**config.mk**
```make
export PLATFORM = sky130hd
export DESIGN_NAME = mac_dot_sequencer
export DESIGN_NICKNAME = d
export VERILOG_FILES = /design/src/rtl/mac_dot_sequencer_pkg.sv /design/src/rtl/mac_shift_sat.sv /design/src/rtl/mac_dot_sequencer.sv
export SDC_FILE = /design/constraint.sdc
export NUM_CORES = 1
export LEC_CHECK = 0
export CAP_MARGIN = 10
export CORE_AREA = 2 2 107 109
export DETAILED_ROUTE_END_ITERATION = 10
export DIE_AREA = 0 0 109 111
export GPL_ROUTABILITY_DRIVEN = 0
export HOLD_SLACK_MARGIN = 0.15
export MAX_ROUTING_LAYER = met4
export PLACE_DENSITY = 0.73
export SLEW_MARGIN = 15
export SYNTH_ARGS = -nofsm -noshare
export SYNTH_HDL_FRONTEND = slang
export SYNTH_SLANG_ARGS = --single-unit
```
**constraint.sdc**
```tcl
create_clock -name clk -period 1.4 [get_ports clk]
set_input_delay 0.28 -clock clk [delete_from_list [all_inputs] [get_ports clk]]
set_output_delay 0.28 -clock clk [all_outputs]
set_load 0.005 [all_outputs]
```
**src/rtl/mac_dot_sequencer_pkg.sv**
```systemverilog
// -----------------------------------------------------------------------------
// mac_dot_sequencer_pkg
// Definitions shared by the dot-product sequencer and its result formatter:
//   - state_t        : sequencer FSM encoding (IDLE / ISSUE / DRAIN)
//   - MAC_PIPE_LAT   : stages in the shared MAC (a/b reg, mult reg, accumulator)
//   - MAC_*_W        : MAC operand, product and accumulator widths
//   - RES_MAX/RES_MIN: limits of the 18-bit signed result
// -----------------------------------------------------------------------------
package mac_dot_sequencer_pkg;

    typedef enum logic [1:0] {
        ST_IDLE  = 2'd0,
        ST_ISSUE = 2'd1,
        ST_DRAIN = 2'd2
    } state_t;

    localparam int MAC_PIPE_LAT = 3;
    localparam int MAC_IN_W     = 18;
    localparam int MAC_PROD_W   = 36;
    localparam int MAC_ACC_W    = 48;

    localparam logic signed [MAC_IN_W-1:0] RES_MAX = 18'sh1FFFF;  //  131071
    localparam logic signed [MAC_IN_W-1:0] RES_MIN = 18'sh20000;  // -131072

endpackage

```
**src/rtl/mac_shift_sat.sv**
```systemverilog
// -----------------------------------------------------------------------------
// mac_shift_sat
// Combinational result formatter: arithmetic right shift of the 48-bit
// accumulator by SHIFT, then saturation to the 18-bit signed range.
// Ports:
//   acc_in   in   48  signed accumulator value
//   sat_out  out  18  shifted and saturated value
//   sat_flag out  1   high when the shifted value was clipped
// -----------------------------------------------------------------------------
module mac_shift_sat
    import mac_dot_sequencer_pkg::*;
#(
    parameter int SHIFT = 17
) (
    input  logic signed [MAC_ACC_W-1:0] acc_in,
    output logic signed [MAC_IN_W-1:0]  sat_out,
    output logic                        sat_flag
);

    localparam logic signed [MAC_ACC_W-1:0] HI_EXT = MAC_ACC_W'(RES_MAX);
    localparam logic signed [MAC_ACC_W-1:0] LO_EXT = MAC_ACC_W'(RES_MIN);

    logic signed [MAC_ACC_W-1:0] shifted;

    assign shifted = acc_in >>> SHIFT;

    always_comb begin
        sat_out  = shifted[MAC_IN_W-1:0];
        sat_flag = 1'b0;
        if (shifted > HI_EXT) begin
            sat_out  = RES_MAX;
            sat_flag = 1'b1;
        end else if (shifted < LO_EXT) begin
            sat_out  = RES_MIN;
            sat_flag = 1'b1;
        end
    end

endmodule

```
**src/rtl/mac_dot_sequencer.sv**
```systemverilog
// -----------------------------------------------------------------------------
// mac_dot_sequencer
// Drives one shared 18x18 signed MAC through a TAPS-point dot product of the
// coefficient and sample memories, one product per clock, and returns the
// 48-bit sum plus an 18-bit shifted/saturated copy with a one-cycle strobe.
// Ports:
//   clk, reset_n            clock, asynchronous active-low reset
//   start, abort            job request (idle only) / cancel of running job
//   busy                    job in progress
//   coefAddr, dataAddr      registered memory read address (identical)
//   coefIn, sampleIn        memory read data, MEM_LAT cycles after address
//   macA, macB              pass-through of coefIn / sampleIn to the MAC
//   macAcc, macAccClr,      MAC controls (registered)
//   macSclr
//   macP                    MAC accumulator output
//   resultFull, result,     captured sum, shifted/saturated sum, clip flag
//   resultSat
//   resultValid             one-cycle strobe when the result* outputs update
// -----------------------------------------------------------------------------
module mac_dot_sequencer
    import mac_dot_sequencer_pkg::*;
#(
    parameter int TAPS    = 16,
    parameter int ADDR_W  = 4,
    parameter int MEM_LAT = 1,
    parameter int SHIFT   = 17
) (
    input  logic                        clk,
    input  logic                        reset_n,
    input  logic                        start,
    input  logic                        abort,
    output logic                        busy,
    output logic [ADDR_W-1:0]           coefAddr,
    output logic [ADDR_W-1:0]           dataAddr,
    input  logic signed [MAC_IN_W-1:0]  coefIn,
    input  logic signed [MAC_IN_W-1:0]  sampleIn,
    output logic signed [MAC_IN_W-1:0]  macA,
    output logic signed [MAC_IN_W-1:0]  macB,
    output logic                        macAcc,
    output logic                        macAccClr,
    output logic                        macSclr,
    input  logic signed [MAC_ACC_W-1:0] macP,
    output logic signed [MAC_ACC_W-1:0] resultFull,
    output logic signed [MAC_IN_W-1:0]  result,
    output logic                        resultSat,
    output logic                        resultValid
);

    // A tap's product reaches the MAC mult register this many cycles after
    // its address is presented: memory latency plus the a/b and mult stages.
    localparam int TAG_DEPTH = MEM_LAT + MAC_PIPE_LAT - 1;
    localparam logic [ADDR_W-1:0] LAST_ADDR = ADDR_W'(TAPS - 1);

    state_t                       state_reg;
    logic [ADDR_W-1:0]            addr_reg;
    logic                         busy_reg;
    logic                         acc_clr_reg;
    logic                         sclr_reg;
    logic                         valid_reg;
    logic                         sat_reg;
    logic signed [MAC_ACC_W-1:0]  full_reg;
    logic signed [MAC_IN_W-1:0]   result_reg;

    // acc tag: product present and not the first tap of the job.
    // last tag: runs one stage further so it fires in the cycle macP holds
    // the complete sum.
    logic [TAG_DEPTH-1:0]         acc_pipe_reg;
    logic [TAG_DEPTH:0]           last_pipe_reg;

    logic                         issuing;
    logic                         flush;
    logic                         accept;
    logic                         issue_acc;
    logic                         issue_last;
    logic                         capture;
    logic signed [MAC_IN_W-1:0]   sat_value;
    logic                         sat_flag;

    assign issuing    = (state_reg == ST_ISSUE);
    assign flush      = abort && (state_reg != ST_IDLE);
    // abort wins over a simultaneous start, even when idle
    assign accept     = start && !abort && (state_reg == ST_IDLE);
    assign issue_acc  = issuing && (addr_reg != '0);
    assign issue_last = issuing && (addr_reg == LAST_ADDR);
    assign capture    = last_pipe_reg[TAG_DEPTH] && !flush;

    mac_shift_sat #(
        .SHIFT(SHIFT)
    ) u_shift_sat (
        .acc_in  (macP),
        .sat_out (sat_value),
        .sat_flag(sat_flag)
    );

    always_ff @(posedge clk or negedge reset_n) begin
        if (!reset_n) begin
            acc_pipe_reg  <= '0;
            last_pipe_reg <= '0;
        end else if (flush) begin
            acc_pipe_reg  <= '0;
            last_pipe_reg <= '0;
        end else begin
            acc_pipe_reg  <= {acc_pipe_reg[TAG_DEPTH-2:0], issue_acc};
            last_pipe_reg <= {last_pipe_reg[TAG_DEPTH-1:0], issue_last};
        end
    end

    always_ff @(posedge clk or negedge reset_n) begin
        if (!reset_n) begin
            state_reg   <= ST_IDLE;
            addr_reg    <= '0;
            busy_reg    <= 1'b0;
            acc_clr_reg <= 1'b1;
            sclr_reg    <= 1'b0;
            valid_reg   <= 1'b0;
            sat_reg     <= 1'b0;
            full_reg    <= '0;
            result_reg  <= '0;
        end else begin
            sclr_reg  <= 1'b0;
            valid_reg <= 1'b0;
            if (flush) begin
                state_reg   <= ST_IDLE;
                busy_reg    <= 1'b0;
                acc_clr_reg <= 1'b1;
                sclr_reg    <= 1'b1;
            end else begin
                case (state_reg)
                    ST_IDLE: begin
                        if (accept) begin
                            state_reg   <= ST_ISSUE;
                            addr_reg    <= '0;
                            busy_reg    <= 1'b1;
                            acc_clr_reg <= 1'b0;
                        end
                    end
                    ST_ISSUE: begin
                        // address stops at the last tap and holds there
                        if (addr_reg == LAST_ADDR) begin
                            state_reg <= ST_DRAIN;
                        end else begin
                            addr_reg <= addr_reg + ADDR_W'(1);
                        end
                    end
                    ST_DRAIN: begin
                        if (capture) begin
                            state_reg   <= ST_IDLE;
                            busy_reg    <= 1'b0;
                            acc_clr_reg <= 1'b1;
                            valid_reg   <= 1'b1;
                            full_reg    <= macP;
                            result_reg  <= sat_value;
                            sat_reg     <= sat_flag;
                        end
                    end
                    default: state_reg <= ST_IDLE;
                endcase
            end
        end
    end

    assign busy        = busy_reg;
    assign coefAddr    = addr_reg;
    assign dataAddr    = addr_reg;
    assign macA        = coefIn;
    assign macB        = sampleIn;
    assign macAcc      = acc_pipe_reg[TAG_DEPTH-1];
    assign macAccClr   = acc_clr_reg;
    assign macSclr     = sclr_reg;
    assign resultFull  = full_reg;
    assign result      = result_reg;
    assign resultSat   = sat_reg;
    assign resultValid = valid_reg;

endmodule

```
# [Word-level counts from Yosys, hierarchy flattened]
# Index checks and enable logic that the tools add are counted.
# W data, S select, Z words.
[op_classes] add_sub_neg=1 multipliers=0 div=0 order_cmp=2 n_eq_ne=8 shift=0 muxes=26 bitwise=1 reduce_logical=17
[ops] op="$mux W18" count=2
[ops] op="$gt A31 B18 Y1 const B" count=1
[ops] op="$lt A31 B18 Y1 const B" count=1
[ops] op="$mux W1" count=12
[ops] op="$mux W4" count=3
[ops] op="$reduce_and A3 Y1" count=3
[ops] op="$mux W2" count=4
[ops] op="$pmux W4 S2" count=1
[ops] op="$logic_and A1 B1 Y1" count=6
[ops] op="$ne A3 B3 Y1 const B" count=2
[ops] op="$pmux W2 S3" count=1
[ops] op="$add A4 B1 Y4 const B" count=1
[ops] op="$eq A4 B4 Y1 const B" count=1
[ops] op="$ne A2 B2 Y1 const B" count=2
[ops] op="$pmux W1 S2" count=2
[ops] op="$reduce_and A4 Y1" count=1
[ops] op="$reduce_bool A2 Y1" count=2
[ops] op="$reduce_bool A4 Y1" count=1
[ops] op="$mux W3" count=1
[ops] op="$ne A3 B1 Y1 const B" count=1
[ops] op="$reduce_bool A3 Y1" count=1
[ops] op="$eq A2 B1 Y1 const B" count=1
[ops] op="$eq A2 B2 Y1 const B" count=1
[ops] op="$logic_not A1 Y1" count=2
[ops] op="other kinds (2)" count=2
[totals] register_bits=84 latch_bits=0 ram_bits=0 romBits=0 inputBits=88 output_inout_bits=116 mem_count=0

# [Longest topological paths before layout]
[logic_depth] ltp_word=7 ltp_mapped=7 ltp_nobuf=5

# [Modules after synthesis]
# A second synthesis with hierarchy kept.
[hier_totals] hier_cells=284 area_unflattened_um2=3886.2
[modules_own_cells] mod="mac_dot_sequencer" instances=1 cells_each=252 area_each_um2=3619.7 seq_area_each_um2=2103.3
[modules_own_cells] mod="mac_shift_sat" instances=1 cells_each=32 area_each_um2=266.5 seq_area_each_um2=0.0

# [Worst setup path after synthesis]
# OpenSTA, ideal clock, no wires.
[synth_path] path_type="in2reg" from="in macP[39]" to="reg result_reg[10], in the netlist result[10]" setup_ns=0.122 arrival_ns=1.378 required_time_ns=1.278 slack_ns=-0.100 path_stages=6 path_cell_list="or4_1 -> nor3_2 -> a311o_2 -> buf_6 -> buf_12 -> nand3_2"
[synth_between] elab_chain_len=3 elab_cells_between_ends=4 classes_between="order compare: 2; mux: 2"
[synth_rtl] element="start: declaration" line_no="mac_dot_sequencer.sv:42" source="input logic signed [MAC_ACC_W-1:0] macP,"
[synth_rtl] element="$lt A31 B18 Y1" line_no="mac_shift_sat.sv:33" source="end else if (shifted < LO_EXT) begin"
[synth_rtl] element="$mux W18" line_no="mac_shift_sat.sv:33"
[synth_rtl] element="$mux W18 (*)" line_no="mac_shift_sat.sv:30" source="if (shifted > HI_EXT) begin"
[synth_rtl] element="end signal: assignment" line_no="mac_dot_sequencer.sv:152" source="result_reg <= sat_value;"
[synth_rtl] element="end: declaration" line_no="mac_dot_sequencer.sv:62" source="logic signed [MAC_IN_W-1:0] result_reg;"
# Every way passes the cells marked *; elsewhere a longest branch is shown, timed or not.
# A chain may end at the register's enable or synchronous reset.

# [Worst setup path after layout]
[layout_path] from="reg addr_reg[1], in the netlist coefAddr[1]" to="reg addr_reg[3], in the netlist coefAddr[3]"
[layout_between] elab_chain_len=3 elab_cells_between_ends=6 classes_between="add/sub: 1; eq/ne: 2; mux: 2; reduce/logical: 1"
[layout_rtl] element="start: declaration" line_no="mac_dot_sequencer.sv:55" source="logic [ADDR_W-1:0] addr_reg;"
[layout_rtl] element="start signal: assignment" line_no="mac_dot_sequencer.sv:142" source="addr_reg <= addr_reg + ADDR_W'(1);"
[layout_rtl] element="$add A4 B1 Y4 or $eq A4 B4 Y1 (tied branches)" line_no="mac_dot_sequencer.sv:142, mac_dot_sequencer.sv:139"
[layout_rtl] element="$mux W4 or $ne A2 B2 Y1 (tied branches)"
[layout_rtl] element="$pmux W4 S2 or $reduce_and A4 Y1 (tied branches)"
# Several ways; a longest one is shown, not always the timed one. The select of a mux whose other input is x is not followed.

==> metrics.txt <==
# TYPE chip_impl_metric gauge
chip_impl_metric{name="finalNonFillerCells",unit=""} 677
chip_impl_metric{name="synth-simple-area-share",unit="%"} 27.79
chip_impl_metric{name="tritoncts.num_buffers",unit=""} 9
chip_impl_metric{name="core_region_area",unit="um2"} 11080
chip_impl_metric{name="route.detailed.vias_per_inst",unit=""} 4.625
chip_impl_metric{name="setup_tns",unit="ps"} -46.38
chip_impl_metric{name="globalRouteOverflowTotal",unit=""} 0
chip_impl_info{name="end_kind",value="register"} 1
chip_impl_info{name="final_common_cell",value="sky130_fd_sc_hd__nand2_1"} 1
chip_impl_metric{name="initial_utilization",unit="%"} 33.66
chip_impl_info{name="netlist_top_cells_area",value="sky130_fd_sc_hd__dfrtp_1 (56%), sky130_fd_sc_hd__nand2_1 (17%), sky130_fd_sc_hd__buf_4 (8.3%), sky130_fd_sc_hd__nand3_1 (3.8%), sky130_fd_sc_hd__nand3_2 (2.7%)"} 1
chip_impl_metric{name="chipWidth",unit="um"} 109
chip_impl_info{name="timing.setup.critical_path_class",value="register to register"} 1
chip_impl_metric{name="track_usage",unit="%"} 17.26
chip_impl_metric{name="worstPathArrival",unit="ps"} 1700
chip_impl_metric{name="die_area",unit="um2"} 12100
chip_impl_metric{name="clock-sinks",unit=""} 84
chip_impl_metric{name="synth_area",unit="um2"} 3729
chip_impl_metric{name="std_cell_rows",unit=""} 39
chip_impl_metric{name="cts.reportedPaths.clkPinSlew",unit="ps"} 60
chip_impl_metric{name="worst_slew_margin_rel",unit="%"} 73.27
chip_impl_info{name="violations",value="negative setup slack"} 1
chip_impl_metric{name="timing.final.crit_share",unit="%"} 103.3
chip_impl_metric{name="remaining_drc_errors",unit=""} 0
chip_impl_metric{name="synthesis.instances",unit=""} 401
chip_impl_metric{name="number_of_global_route_vias_before_repair",unit=""} 3308
chip_impl_metric{name="leakagePower",unit="nW"} 3.331
chip_impl_metric{name="required",unit="ps"} 1650
chip_impl_metric{name="post_synth_xor_area_fraction",unit="%"} 0.4698
chip_impl_metric{name="total_area_of_sequential_cells",unit="um2"} 2106
chip_impl_metric{name="antenna_cells",unit=""} 0
chip_impl_info{name="synthDominantAreaCellType",value="sky130_fd_sc_hd__dfrtp_1"} 1
chip_impl_metric{name="postSynthNetCount",unit=""} 491
chip_impl_metric{name="timing_worst_slew_pin_value",unit="ps"} 400.9
chip_impl_metric{name="synthMuxAreaShare",unit="%"} 0
chip_impl_metric{name="synth.top_cell.area_share",unit="%"} 55.70
chip_impl_metric{name="max_freq",unit="MHz"} 691.4
chip_impl_metric{name="drv_slew",unit=""} 0
chip_impl_info{name="synth_top_family_by_area",value="simple AND/OR/NAND/NOR gates"} 1
chip_impl_metric{name="filler_cell_count",unit=""} 1007
chip_impl_metric{name="timing.final.hold_violations",unit=""} 0
chip_impl_metric{name="worstSkewPairLatency",unit="ps"} 330
chip_impl_info{name="status",value="finished with violations"} 1
chip_impl_metric{name="count_of_synthesis_stage_warnings_from_yosys",unit=""} 0
chip_impl_metric{name="portBuffers",unit=""} 131
chip_impl_metric{name="ctsLongestPathBuffers",unit=""} 2
chip_impl_metric{name="ant_nets",unit=""} 0
chip_impl_info{name="cts-root-buf",value="sky130_fd_sc_hd__clkbuf_16"} 1
chip_impl_metric{name="vdd_ir_drop_max",unit="mV"} 0.4463
chip_impl_metric{name="power_per_cell_area",unit="nW/um2"} 936.9
chip_impl_info{name="cts_tree",value="yes"} 1
chip_impl_metric{name="maximum_number_of_pins_on_one_net_before_global_route_repair",unit=""} 43
chip_impl_metric{name="dpl.cell_count",unit=""} 641
chip_impl_metric{name="yosys.area_share.adder",unit="%"} 0.6711
chip_impl_metric{name="final_layout_size_suffix_gt1_share",unit="%"} 18.73
chip_impl_metric{name="floorplan.die.height",unit="um"} 111
chip_impl_metric{name="layout.nets",unit=""} 620
chip_impl_metric{name="ys_types",unit=""} 32
chip_impl_metric{name="drt-total-wl",unit="mm"} 10.31
chip_impl_metric{name="clock_skew",unit="ps"} 4.166
chip_impl_metric{name="drt_first_pass_iters",unit=""} 4
chip_impl_info{name="worstSetupStartpointType",value="register"} 1
chip_impl_metric{name="syn2layout_area_growth",unit="%"} 49.53
chip_impl_metric{name="grt_antenna_before_repair",unit=""} 0
chip_impl_metric{name="wl_per_cell",unit="um"} 15.23
chip_impl_metric{name="post_synthesis_sequential_area_ratio",unit="%"} 56.41
chip_impl_metric{name="synth_seq_cells",unit=""} 84
chip_impl_metric{name="critical_path_peak_fanout",unit=""} 4
chip_impl_metric{name="detailedRoute.firstIterationViolations",unit=""} 172
chip_impl_metric{name="htree_depth",unit=""} 3
chip_impl_metric{name="synthesis.area_per_instance",unit="um2"} 9.298
chip_impl_metric{name="multi_input_area",unit="um2"} 1309
chip_impl_info{name="layout.cells.most_common_list",value="sky130_fd_sc_hd__nand2_1 (166), sky130_fd_sc_hd__dfrtp_1 (81), sky130_fd_sc_hd__dlygate4sd2_1 (74)"} 1
chip_impl_metric{name="grt_pass1_wl",unit="mm"} 15.97
chip_impl_metric{name="setup_violations",unit=""} 1
chip_impl_info{name="grt_setup_unrepaired",value="true"} 1
chip_impl_metric{name="largest_reg_flops",unit=""} 48
chip_impl_metric{name="finalWorstPathRequiredPeriod",unit="ps"} 1446
chip_impl_metric{name="route.vias.total",unit=""} 3131
chip_impl_metric{name="max-cap-violations",unit=""} 0
chip_impl_metric{name="final.setup.worst_slack",unit="ps"} -46.38
chip_impl_info{name="min-delay-path-class",value="input port to register"} 1
chip_impl_metric{name="io_pins",unit=""} 204
chip_impl_metric{name="synth-compound-area-share",unit="%"} 3.356
chip_impl_metric{name="hpwlAfterDp",unit="mm"} 6.809
-- metrics by stage --
step | hold WS (ps) | instance area [um2] | util, % | setup slack, ps | total power [mW]
floorplan | -15.59 | 3732 | - | -84.11 | 2.749
global placement | 237.2 | 5064 | 45.71 | -581.3 | 3.012
detailed placement | 237.4 | 5064 | 45.71 | -637.8 | 3.025
CTS | 215.8 | 5458 | 49.27 | -124.1 | 5.240
global route | 193.2 | 5575 | 50.33 | -130.4 | 5.453
finish | 188.6 | 5575 | 50.33 | -46.38 | 5.224
-- layer usage --
layer	GRT usage (%)	wire, um
met5	-	0
met4	7.436	191
met3	3.410	611
met2	28.74	5220
met1	20.03	4292
-- critical path: stages (launching register included) --
cell and delay, ps:
sky130_fd_sc_hd__dfrtp_1 390, sky130_fd_sc_hd__buf_4 160, sky130_fd_sc_hd__ha_4 160, sky130_fd_sc_hd__nand4_1 180
sky130_fd_sc_hd__o2111ai_2 150, sky130_fd_sc_hd__xor2_1 190, sky130_fd_sc_hd__nor2_1 140
-- cell usage after synthesis --
cell,number
sky130_fd_sc_hd__a21oi_1,3
sky130_fd_sc_hd__a22o_1,3
sky130_fd_sc_hd__a311o_2,1
sky130_fd_sc_hd__and2_1,5
sky130_fd_sc_hd__and3_1,1
sky130_fd_sc_hd__buf_12,1
sky130_fd_sc_hd__buf_2,6
sky130_fd_sc_hd__buf_4,41
sky130_fd_sc_hd__buf_6,1
sky130_fd_sc_hd__clkbuf_1,10
sky130_fd_sc_hd__dfrtp_1,83
sky130_fd_sc_hd__dfstp_2,1
sky130_fd_sc_hd__ha_1,2
sky130_fd_sc_hd__inv_1,3
sky130_fd_sc_hd__inv_2,1
sky130_fd_sc_hd__nand2_1,167
sky130_fd_sc_hd__nand2b_1,2
sky130_fd_sc_hd__nand3_1,28
sky130_fd_sc_hd__nand3_2,10
sky130_fd_sc_hd__nand3b_2,1
sky130_fd_sc_hd__nand4_1,3
sky130_fd_sc_hd__nor2_1,10
sky130_fd_sc_hd__nor2b_1,2
sky130_fd_sc_hd__nor3_1,3
sky130_fd_sc_hd__nor3_2,1
sky130_fd_sc_hd__nor4_1,1
sky130_fd_sc_hd__o2111ai_1,2
sky130_fd_sc_hd__o211ai_1,1
sky130_fd_sc_hd__o21ai_0,4
sky130_fd_sc_hd__o41ai_4,1
sky130_fd_sc_hd__or4_1,1
sky130_fd_sc_hd__xor2_1,2
-- timing repair --
item                                    in CTS  in global routing
cloned                                       2                  4
hold buffers                                 1                  0
pin swaps                                    5                 11
endpoints found under the setup margin     108                 72
gates resized for setup                    115                 35
setup buffers                               13                  5
hold endpoints to repair                    23                  0
-- cell type report --
| cell class | count | area share (%) |
|---|---|---|
| flip-flops and latches | 84 | 37.77 |
| multi-input cells | 254 | 23.47 |
| clock inverters | 2 | 0.1795 |
| well taps | 143 | 3.209 |
| repair buffers | 177 | 30.34 |
| clock buffers | 13 | 4.668 |
| inverters | 4 | 0.3591 |
-- power by group --
group / switching, mW / leakage (nW) / total (mW) / internal, mW
clock network: 0.893 / 0.135 / 2.18 / 1.28
registers: 0.0214 / 1.16 / 2.49 / 2.47
logic: 0.243 / 2.04 / 0.558 / 0.315
total: 1.16 / 3.33 / 5.22 / 4.07
-- kinds of logic (layout without fill, tap and decap cells) --
group | count (synthesis) | count (layout)
adder cells (fa/ha/maj) | 2 | 2
AND/OR/NAND/NOR | 235 | 235
AO/OA/AOI/OAI | 15 | 15
buffers and inverters | 63 | 196
XOR/XNOR | 2 | 2
flip-flops | 84 | 84
-- path summary, 6_finish.rpt --
kind,startpoint,end,slack (ps),depth (start not counted)
setup / recovery,coefAddr[1],coefAddr[3],-50,6
setup reg to reg,coefAddr[1],coefAddr[3],-50,6
min in group asynchronous,reset_n,resultFull[16],420,2
max in group asynchronous,reset_n,resultFull[11],450,3
hold / removal,macP[37],resultFull[37],190,3
hold reg to reg,acc_pipe_reg[0],acc_pipe_reg[1],450,1
Note: power is estimated with default switching activity, not from simulation.
